--- src/rtl/logic_gate_unit_if.sv ---
// Handshake bundle for logic_gate_unit: operand side (in_*), result side (out_*)
// and the delivered-result counter.
interface logic_gate_unit_if #(
    parameter int WIDTH = 8,
    parameter int CNT_W = 16
);
    logic             in_valid;
    logic             in_ready;
    logic [2:0]       op;
    logic [WIDTH-1:0] in1;
    logic [WIDTH-1:0] in2;
    logic             out_valid;
    logic             out_ready;
    logic [WIDTH-1:0] out;
    logic             out_any;
    logic             out_all;
    logic [CNT_W-1:0] txn_cnt;

    modport master (
        output in_valid, op, in1, in2, out_ready,
        input  in_ready, out_valid, out, out_any, out_all, txn_cnt
    );

    modport slave (
        input  in_valid, op, in1, in2, out_ready,
        output in_ready, out_valid, out, out_any, out_all, txn_cnt
    );
endinterface

--- src/rtl/logic_gate_unit.sv ---
// Registered, stallable eight-op bitwise gate stage with reduction flags and a result counter.
// Define LOGIC_GATE_UNIT_SKID_EN for a two-entry skid buffer with registered in_ready.
module logic_gate_unit #(
    parameter int WIDTH = 8,
    parameter int CNT_W = 16
) (
    input  logic               clk,
    input  logic               rst_n,
    logic_gate_unit_if.slave   bus
);
    typedef struct packed {
        logic [WIDTH-1:0] res;
        logic             any;
        logic             all;
    } ent_t;

    logic [WIDTH-1:0] res_c;
    ent_t             new_ent;
    logic             push;
    logic             pop;
    logic [CNT_W-1:0] txn_cnt_q, txn_cnt_d;
    ent_t             ent0_q, ent0_d;

    always_comb begin
        res_c = '0;
        case (bus.op)
            3'b000:  res_c = bus.in1 & bus.in2;
            3'b001:  res_c = bus.in1 | bus.in2;
            3'b010:  res_c = bus.in1 ^ bus.in2;
            3'b011:  res_c = ~(bus.in1 & bus.in2);
            3'b100:  res_c = ~(bus.in1 | bus.in2);
            3'b101:  res_c = ~(bus.in1 ^ bus.in2);
            3'b110:  res_c = bus.in1;
            default: res_c = ~bus.in1;
        endcase
        new_ent.res = res_c;
        new_ent.any = |res_c;
        new_ent.all = &res_c;
    end

`ifdef LOGIC_GATE_UNIT_SKID_EN
    // ent0 is always the oldest entry; ent1 only holds data at occupancy 2.
    logic [1:0] occ_q, occ_d;
    ent_t       ent1_q, ent1_d;
    logic       in_ready_q, in_ready_d;

    assign push = bus.in_valid && in_ready_q;
    assign pop  = (occ_q != 2'd0) && bus.out_ready;

    always_comb begin
        occ_d  = occ_q;
        ent0_d = ent0_q;
        ent1_d = ent1_q;
        case ({push, pop})
            2'b10: begin
                if (occ_q == 2'd0) ent0_d = new_ent;
                else               ent1_d = new_ent;
                occ_d = occ_q + 2'd1;
            end
            2'b01: begin
                ent0_d = ent1_q;
                occ_d  = occ_q - 2'd1;
            end
            2'b11: begin
                if (occ_q == 2'd1) begin
                    ent0_d = new_ent;
                end else begin
                    ent0_d = ent1_q;
                    ent1_d = new_ent;
                end
            end
            default: ;
        endcase
        in_ready_d = (occ_d < 2'd2);
    end

    always_ff @(posedge clk or negedge rst_n) begin
        if (!rst_n) begin
            occ_q      <= 2'd0;
            ent0_q     <= '0;
            ent1_q     <= '0;
            in_ready_q <= 1'b1;
        end else begin
            occ_q      <= occ_d;
            ent0_q     <= ent0_d;
            ent1_q     <= ent1_d;
            in_ready_q <= in_ready_d;
        end
    end

    assign bus.in_ready  = in_ready_q;
    assign bus.out_valid = (occ_q != 2'd0);
`else
    logic vld_q, vld_d;

    // A delivering consumer frees the register in the same cycle.
    assign bus.in_ready = !vld_q || bus.out_ready;
    assign push         = bus.in_valid && bus.in_ready;
    assign pop          = vld_q && bus.out_ready;

    always_comb begin
        ent0_d = push ? new_ent : ent0_q;
        vld_d  = push || (vld_q && !bus.out_ready);
    end

    always_ff @(posedge clk or negedge rst_n) begin
        if (!rst_n) begin
            vld_q  <= 1'b0;
            ent0_q <= '0;
        end else begin
            vld_q  <= vld_d;
            ent0_q <= ent0_d;
        end
    end

    assign bus.out_valid = vld_q;
`endif

    always_comb begin
        txn_cnt_d = txn_cnt_q;
        if (pop) txn_cnt_d = txn_cnt_q + CNT_W'(1);
    end

    always_ff @(posedge clk or negedge rst_n) begin
        if (!rst_n) txn_cnt_q <= '0;
        else        txn_cnt_q <= txn_cnt_d;
    end

    assign bus.out     = ent0_q.res;
    assign bus.out_any = ent0_q.any;
    assign bus.out_all = ent0_q.all;
    assign bus.txn_cnt = txn_cnt_q;
endmodule

--- src/flat_wrapper.sv ---
// flat-port wrapper written by rule: the top's interface ports become plain ports
module logic_gate_unit_flat 
#(
    parameter int WIDTH = 8,
    parameter int CNT_W = 16
)
  (clk, rst_n, bus_in_valid, bus_op, bus_in1, bus_in2, bus_out_ready, bus_in_ready, bus_out_valid, bus_out, bus_out_any, bus_out_all, bus_txn_cnt);
  logic_gate_unit_if #(.WIDTH(WIDTH), .CNT_W(CNT_W)) bus_i ();
  input  logic clk;
  input  logic rst_n;
  input wire logic [$bits(bus_i.in_valid)-1:0] bus_in_valid;
  input wire logic [$bits(bus_i.op)-1:0] bus_op;
  input wire logic [$bits(bus_i.in1)-1:0] bus_in1;
  input wire logic [$bits(bus_i.in2)-1:0] bus_in2;
  input wire logic [$bits(bus_i.out_ready)-1:0] bus_out_ready;
  output wire logic [$bits(bus_i.in_ready)-1:0] bus_in_ready;
  output wire logic [$bits(bus_i.out_valid)-1:0] bus_out_valid;
  output wire logic [$bits(bus_i.out)-1:0] bus_out;
  output wire logic [$bits(bus_i.out_any)-1:0] bus_out_any;
  output wire logic [$bits(bus_i.out_all)-1:0] bus_out_all;
  output wire logic [$bits(bus_i.txn_cnt)-1:0] bus_txn_cnt;
  assign bus_i.in_valid = bus_in_valid;
  assign bus_i.op = bus_op;
  assign bus_i.in1 = bus_in1;
  assign bus_i.in2 = bus_in2;
  assign bus_i.out_ready = bus_out_ready;
  assign bus_in_ready = bus_i.in_ready;
  assign bus_out_valid = bus_i.out_valid;
  assign bus_out = bus_i.out;
  assign bus_out_any = bus_i.out_any;
  assign bus_out_all = bus_i.out_all;
  assign bus_txn_cnt = bus_i.txn_cnt;
  logic_gate_unit #(.WIDTH(WIDTH), .CNT_W(CNT_W)) u_core (.clk(clk), .rst_n(rst_n), .bus(bus_i));
endmodule
--- config.mk ---
export PLATFORM = sky130hd
export DESIGN_NAME = logic_gate_unit_flat
export DESIGN_NICKNAME = d
export VERILOG_FILES = /design/src/rtl/logic_gate_unit_if.sv /design/src/rtl/logic_gate_unit.sv /design/src/flat_wrapper.sv
export SDC_FILE = /design/constraint.sdc
export NUM_CORES = 1
export LEC_CHECK = 0
export CAP_MARGIN = 10
export CORE_ASPECT_RATIO = 1.2
export CORE_MARGIN = 8
export CORE_UTILIZATION = 45
export CTS_BUF_LIST = sky130_fd_sc_hd__clkbuf_4 sky130_fd_sc_hd__clkbuf_8 sky130_fd_sc_hd__clkbuf_16
export DETAILED_ROUTE_END_ITERATION = 12
export GPL_ROUTABILITY_DRIVEN = 0
export PLACE_DENSITY_LB_ADDON = 0.1
export SLEW_MARGIN = 20
export SYNTH_ARGS = -nofsm -noshare
export SYNTH_HDL_FRONTEND = slang
export SYNTH_SLANG_ARGS = --single-unit
--- constraint.sdc ---
create_clock -name clk -period 3.8 [get_ports clk]
set_input_delay 0.76 -clock clk [delete_from_list [all_inputs] [get_ports clk]]
set_output_delay 0.76 -clock clk [all_outputs]
set_load 0.005 [all_outputs]
==> flow_summary_export.csv, run 1 <==
group,metric,value,unit
critical_path,path_max_fanout,13,
hold_path,min_path_type,"reg2reg",
layout,fin_area,0.002644,sq mm
sta,setup_viol,0,
global_routing,grt_overflow,0,
floorplan,dieArea,0.006962,sq mm
power,p_leak,1.173,nW
hold_path,min_to,"u_core.bus.out[1]",
clocking,cts.root.buffer_cell,"clkbuf_8",
sta,timing.fmax,332.6,MHz
detailed_routing,avgViaCountPerCell,5.179,
sta,finalHoldViolations,0,
critical_path,cp.arrival,3.18,ns
detailed_routing,wl_met1,1826,um
layout,drive_gt1_share,9.774,%
clocking,postCtsHoldBufs,0,
floorplan,core_area,0.004493,sq mm
sta,fin_crit,3.007,ns
detailed_routing,finalWirelength,4042,um
global_routing,grtUsageTotal,12.04,%
synth,ys_seq_area_share,33.07,%
sta,fin_crit_sh,79.13,%
layout,multi_input_area,0.001249,sq mm
layout,fill_cells,431,
outcome,status,"completed",
synth,yosys-top-cells-area,"dfrtp_1, ha_1, mux2i_1",
clocking,post_cts_buffers,0,
synth,yosys_warnings,0,
power,peakVddDrop,0.1445,mV
clocking,clk_pin_slew_worst_paths,0.08,ns
synth,synth-edff-count,0,
critical_path,path_class,"in2reg",
sta,setup_tns,0,ns
place,io_buffer_count,50,
synth,synth_commonest_cells,"dfrtp_1, nand2_1, ha_1, inv_1, xnor2_1",
layout,layout.cells.non_filler,324,
critical_path,rr_startpoint,"u_core.bus.out_valid",
synth,syn_inst,218,
layout,area_growth,29.39,%
clocking,cts_tree,"yes",
synth,syn_area,0.002043,sq mm
clocking,cts_resized,0,
synth,async_reset_ff_share,100.0,%
detailed_routing,met3_length,152,um
layout,antenna_cells,0,
floorplan,rows,27,
layout,layout.area.seq,675.6,sq um
detailed_routing,drcViolationCount,0,
global_routing,antenna_found_initial,0,
sta,rsz0062_at_grt,"no",
critical_path,rrSetupSlack,2.20,ns
critical_path,r2r-end,"u_core.bus.out_all",
synth,yosys.area.top_type,"dfrtp_1",
sta,final-max-slew-violation-count,0,
power,total_power,843.9,uW
place,dp_hpwl,3360,um
place,placed_area,0.002595,sq mm
floorplan,initial_core_util,45.47,%
detailed_routing,dr.pass1.iters,4,
synth,ys_ff_latch,27,
clocking,numCtsBuffers,3,
clocking,clockBufferDepth,2,
layout,layout.nets,307,
hold_path,hold_depth,2,
global_routing,grt_max_degree,28,
critical_path,cp-end-kind,"flip-flop",
critical_path,critPathLaunchType,"primary input",
global_routing,grt_pass1_wl,7320,um
clocking,insertion_delay,0.26,ns
detailed_routing,drt_iter0_markers,32,
detailed_routing,routed.top_layer,"met4",
floorplan,die_w,77.51,um
sta,slew_headroom,58.77,%
place,dpl.cell_count,320,
floorplan,io_pins,51,
floorplan,die_y,89.82,um
sta,layout_setup_ws,0.7930,ns
synth,yosysUniqueCellTypes,42,
place,place_ws,0.5277,ns
global_routing,first_global_vias,1672,
critical_path,cp.required,3.98,ns
sta,finalClockSkew,0.003219,ns
synth,syn_avg_cell_area,9.373,sq um
job,drv_cap,0,
synth,synth_ff_type,"dfrtp_1",
sta,tightest_slew,0.6165,ns
power,power_density,319.2,mW/mm^2
synth,synth_fp_nets,258,
clocking,htreeDepth,1,
detailed_routing,dr_total_vias,1678,
hold_path,hp-start,"u_core.bus.out[1]",
sta,holdWs,0.4842,ns
synth,yosysMostFrequentCell,"dfrtp_1",
clocking,clock-sinks,27,
detailed_routing,wl_per_cell,12.48,um
layout,final_util,58.84,%
detailed_routing,ant_nets,0,
detailed_routing,wl_met2,2021,um
synth,netlist.area_leader.share,33.07,%
critical_path,ff2ff_path_depth,5,
-- how the worst max path moves through the flow --
| stage | start | end | slack [ns] | cells after the start |
|---|---|---|---|---|
| 3_5_place_dp | bus_op[2] | u_core.bus.out_all | 0.53 | 6 |
| 2_1_floorplan | bus_in2[7] | u_core.bus.out_all | 1.33 | 7 |
| 5_1_grt | bus_op[2] | u_core.bus.out_all | 0.69 | 6 |
| 4_1_cts | bus_op[2] | u_core.bus.out_all | 0.80 | 6 |
| 6_report | bus_op[2] | u_core.bus.out_all | 0.79 | 6 |
| 3_3_place_gp | bus_op[2] | u_core.bus.out_all | 0.57 | 6 |
-- worst max-delay path: stages --
cell	delay, ns
clkdlybuf4s50_1	0.86
mux2_2	0.40
mux4_2	0.50
nor4_2	0.26
nand3_1	0.14
o31ai_2	0.25
-- flip-flops by register name, indices dropped and copies added (netlist names) --
signal and cells:
u_core.bus.txn_cnt 16, u_core.bus.out_valid 1, u_core.bus.out_any 1, u_core.bus.out 8
u_core.bus.out_all 1
-- routing by layer --
metal / global-route usage (%) / vias up
li1: - / 866
met5: 0 / -
met2: 21.25 / 37
met4: 4.259 / 0
met3: 1.793 / 2
met1: 14.25 / 773
-- cells by family after synthesis --
group	synth area share, %
flops	33.07
mux	16.53
fa+ha+maj	10.41
buf+inv	5.817
compound gates	9.553
simple gates	18.19
xor+xnor	6.430
-- where the power goes --
part	internal, mW	switching [mW]
Combinational	0.183	0.118
Clock	0.0819	0.0785
Sequential	0.333	0.0496
-- final cells by class --
type,instances,share of cell area (%)
multi-input cells,163,47.23
well taps,58,2.745
inverters,18,2.556
clock buffers,4,1.846
repair buffers,54,20.07
flip-flops and latches,27,25.56
-- layout by cell type (no fill, tap or decap), types with 2 or more instances in the layout --
| cell type | count |
|---|---|
| o21ai_0 | 5 |
| clkbuf_8 | 3 |
| o22ai_1 | 2 |
| mux2i_1 | 12 |
| xor2_1 | 2 |
| nor2_1 | 8 |
| and3_1 | 2 |
| nand3b_1 | 3 |
| clkdlybuf4s50_1 | 50 |
| nand2_1 | 26 |
| o31ai_1 | 2 |
| mux4_2 | 4 |
| dfrtp_1 | 27 |
| a21oi_1 | 9 |
| nor3_1 | 5 |
| nand3_1 | 11 |
| inv_1 | 17 |
| nor2b_1 | 3 |
| mux2_2 | 10 |
| xnor2_1 | 13 |
| nand2b_1 | 4 |
| and2_1 | 2 |
| nand4_1 | 7 |
| a31oi_1 | 2 |
| o211ai_1 | 2 |
| ha_1 | 17 |
| buf_4 | 4 |
(Power assumes the default switching activity.)
==> run 2: changes to the inputs <==
==> constraint.sdc (replaced) <==
create_clock -name clk -period 2.9 [get_ports clk]
set_input_delay 0.58 -clock clk [delete_from_list [all_inputs] [get_ports clk]]
set_output_delay 0.58 -clock clk [all_outputs]
set_load 0.005 [all_outputs]
==> run 2 against run 1 <==
Sequential power is 31% higher. Non-clock buffer count is 6 higher. First-iteration DRC count is 38% higher. Critical path depth is 2 higher. Total power is 32% higher. Worst setup slack worse by 0.47 ns. Flip-flop and latch count stayed put. Sequential share of layout area is 0.40 points lower. Register-to-register slack worse by 0.85 ns. Clock-buffer cell count is 1 lower. Cell area is 1.6% higher. Critical path type unchanged. Largest cell class unchanged. Largest power group unchanged.
==> flow_summary_export.csv, run 2 (same netlist as run 1, synthesis figures left out) <==
group,metric,value,unit
sta,fin_crit_sh,89.01,%
power,total_power,1.114,mW
power,p_leak,1.201,nW
place,placed_area,0.002640,sq mm
global_routing,grt_pass1_wl,7265,um
global_routing,antenna_found_initial,0,
power,switching_share,30.01,%
critical_path,startpoint,"bus_in2[7]",
critical_path,rrSetupSlack,1.35,ns
floorplan,dieArea,0.006962,sq mm
critical_path,slowest_stage,"clkdlybuf4s50_1",
clocking,post_cts_buffers,0,
critical_path,cp.required,3.08,ns
layout,multi_input_area,0.001249,sq mm
global_routing,grtUsageTotal,11.91,%
power,peakVddDrop,0.2273,mV
floorplan,initial_core_util,45.47,%
detailed_routing,dr.pass1.iters,4,
place,dp_hpwl,3446,um
hold_path,min_path_type,"reg2reg",
clocking,htreeDepth,1,
sta,fin_crit,2.581,ns
sta,layout_setup_ws,0.3188,ns
critical_path,critPathLaunchType,"primary input",
sta,finalClockSkew,0.001189,ns
floorplan,rows,27,
power,power_density,414.6,mW/mm^2
power,internal-power,779.5,uW
sta,tightest_slew,0.4413,ns
sta,timing.fmax,387.4,MHz
detailed_routing,drt_iter0_markers,44,
clocking,numCtsBuffers,3,
detailed_routing,avgViaCountPerCell,5.236,
critical_path,critical_path.n_buffers_inverters,2,
clocking,cts_resized,0,
detailed_routing,ant_nets,0,
sta,setup_tns,0,ns
floorplan,core_area,0.004493,sq mm
power,p_sw,334.3,uW
sta,setup_viol,0,
layout,largest_reg_flops,16,
layout,fin_area,0.002686,sq mm
power,combPwrFrac,36.4,%
clocking,clock-sinks,27,
clocking,clk_pin_slew_worst_paths,0.09,ns
job,drv_cap,0,
floorplan,die_w,77.51,um
detailed_routing,wl_per_cell,12.63,um
sta,finalHoldViolations,0,
layout,fill_cells,427,
critical_path,critPathTopFamily,"multiplexers",
sta,rsz0062_at_grt,"no",
critical_path,cp.arrival,2.77,ns
clocking,cts.root.buffer_cell,"clkbuf_8",
layout,layout.nets,313,
layout,antenna_cells,0,
outcome,status,"completed",
critical_path,cp-end-kind,"flip-flop",
place,io_buffer_count,50,
clocking,insertion_delay,0.26,ns
detailed_routing,finalWirelength,4168,um
global_routing,grt_overflow,0,
layout,final_util,59.79,%
layout,final_cell_mix,"clkdlybuf4s50_1, dfrtp_1, nand2_1",
clocking,postCtsHoldBufs,0,
layout,drive_gt1_share,11.76,%
sta,slew_headroom,70.35,%
clocking,cts_tree,"yes",
power,seq_power_share,45.0,%
layout,mostFrequentLayoutCell,"clkdlybuf4s50_1",
layout,layout.area.seq,675.6,sq um
floorplan,die_y,89.82,um
place,place_ws,0.03377,ns
global_routing,grt_max_degree,29,
power,power.share.clock,18.6,%
sta,final-max-slew-violation-count,0,
critical_path,cp_cell_sequence,"clkdlybuf4s50_1 -> inv_1 -> ha_1 -> mux2_2 -> mux4_2 -> nor4_2 -> nand3_1 -> o31ai_2",
critical_path,path_max_fanout,2,
floorplan,io_pins,51,
layout,area_growth,31.48,%
critical_path,path_class,"in2reg",
detailed_routing,drcViolationCount,0,
detailed_routing,dr_total_vias,1728,
clocking,clockBufferDepth,2,
critical_path,rr_startpoint,"u_core.bus.out_valid",
hold_path,hp-start,"u_core.bus.txn_cnt[15]",
global_routing,first_global_vias,1704,
critical_path,max_stage_delay,0.48,ns
run 2: cell count changes in the layout (fill, tap and decap cells not counted):
cell / delta
buf_4: +6
clkbuf_4: -1
clkinv_2: +1
run 2: cell type report:
type | instances | area share [%]
Sequential cell | 27 | 25.15
Multi-Input combinational cell | 163 | 46.48
Timing Repair Buffer | 60 | 21.43
Clock buffer | 3 | 1.537
Tap cell | 58 | 2.701
Clock inverter | 1 | 0.1863
Inverter | 18 | 2.515
run 2: power groups by stage:
stage               registers (mW)  logic [mW]  clock network (mW)
floorplan                    0.506       0.197                   0
CTS                          0.502       0.414               0.211
global route                 0.511       0.454               0.225
global placement             0.509       0.405                   0
detailed placement           0.510       0.413                   0
finish                       0.501       0.405               0.207
run 2: routing by layer:
metal	up-vias	GRT usage, %	share of wire (%)
li1	872	-	-
met1	815	12.97	42
met2	39	22.17	53
met3	2	2.291	4.6
met4	0	3.785	0.98
met5	-	0	0
run 2: stage by stage:
stage | hold WS, ns | std cells
final | 0.4722 | 330
after global routing | 0.4946 | 330
after CTS | 0.4808 | 330
after detailed placement | 0.4643 | 326
after global placement | 0.4608 | 326
after floorplan | 0.2844 | 218
run 2: worst paths after layout:
path	end	cells after the start
worst max register to register	u_core.bus.out_all	5
min in group asynchronous	u_core.bus.txn_cnt[0]	2
max in group asynchronous	u_core.bus.txn_cnt[8]	2
worst min-delay path	u_core.bus.txn_cnt[15]	1
worst max-delay path	u_core.bus.out_all	8
worst min register to register	u_core.bus.txn_cnt[15]	1
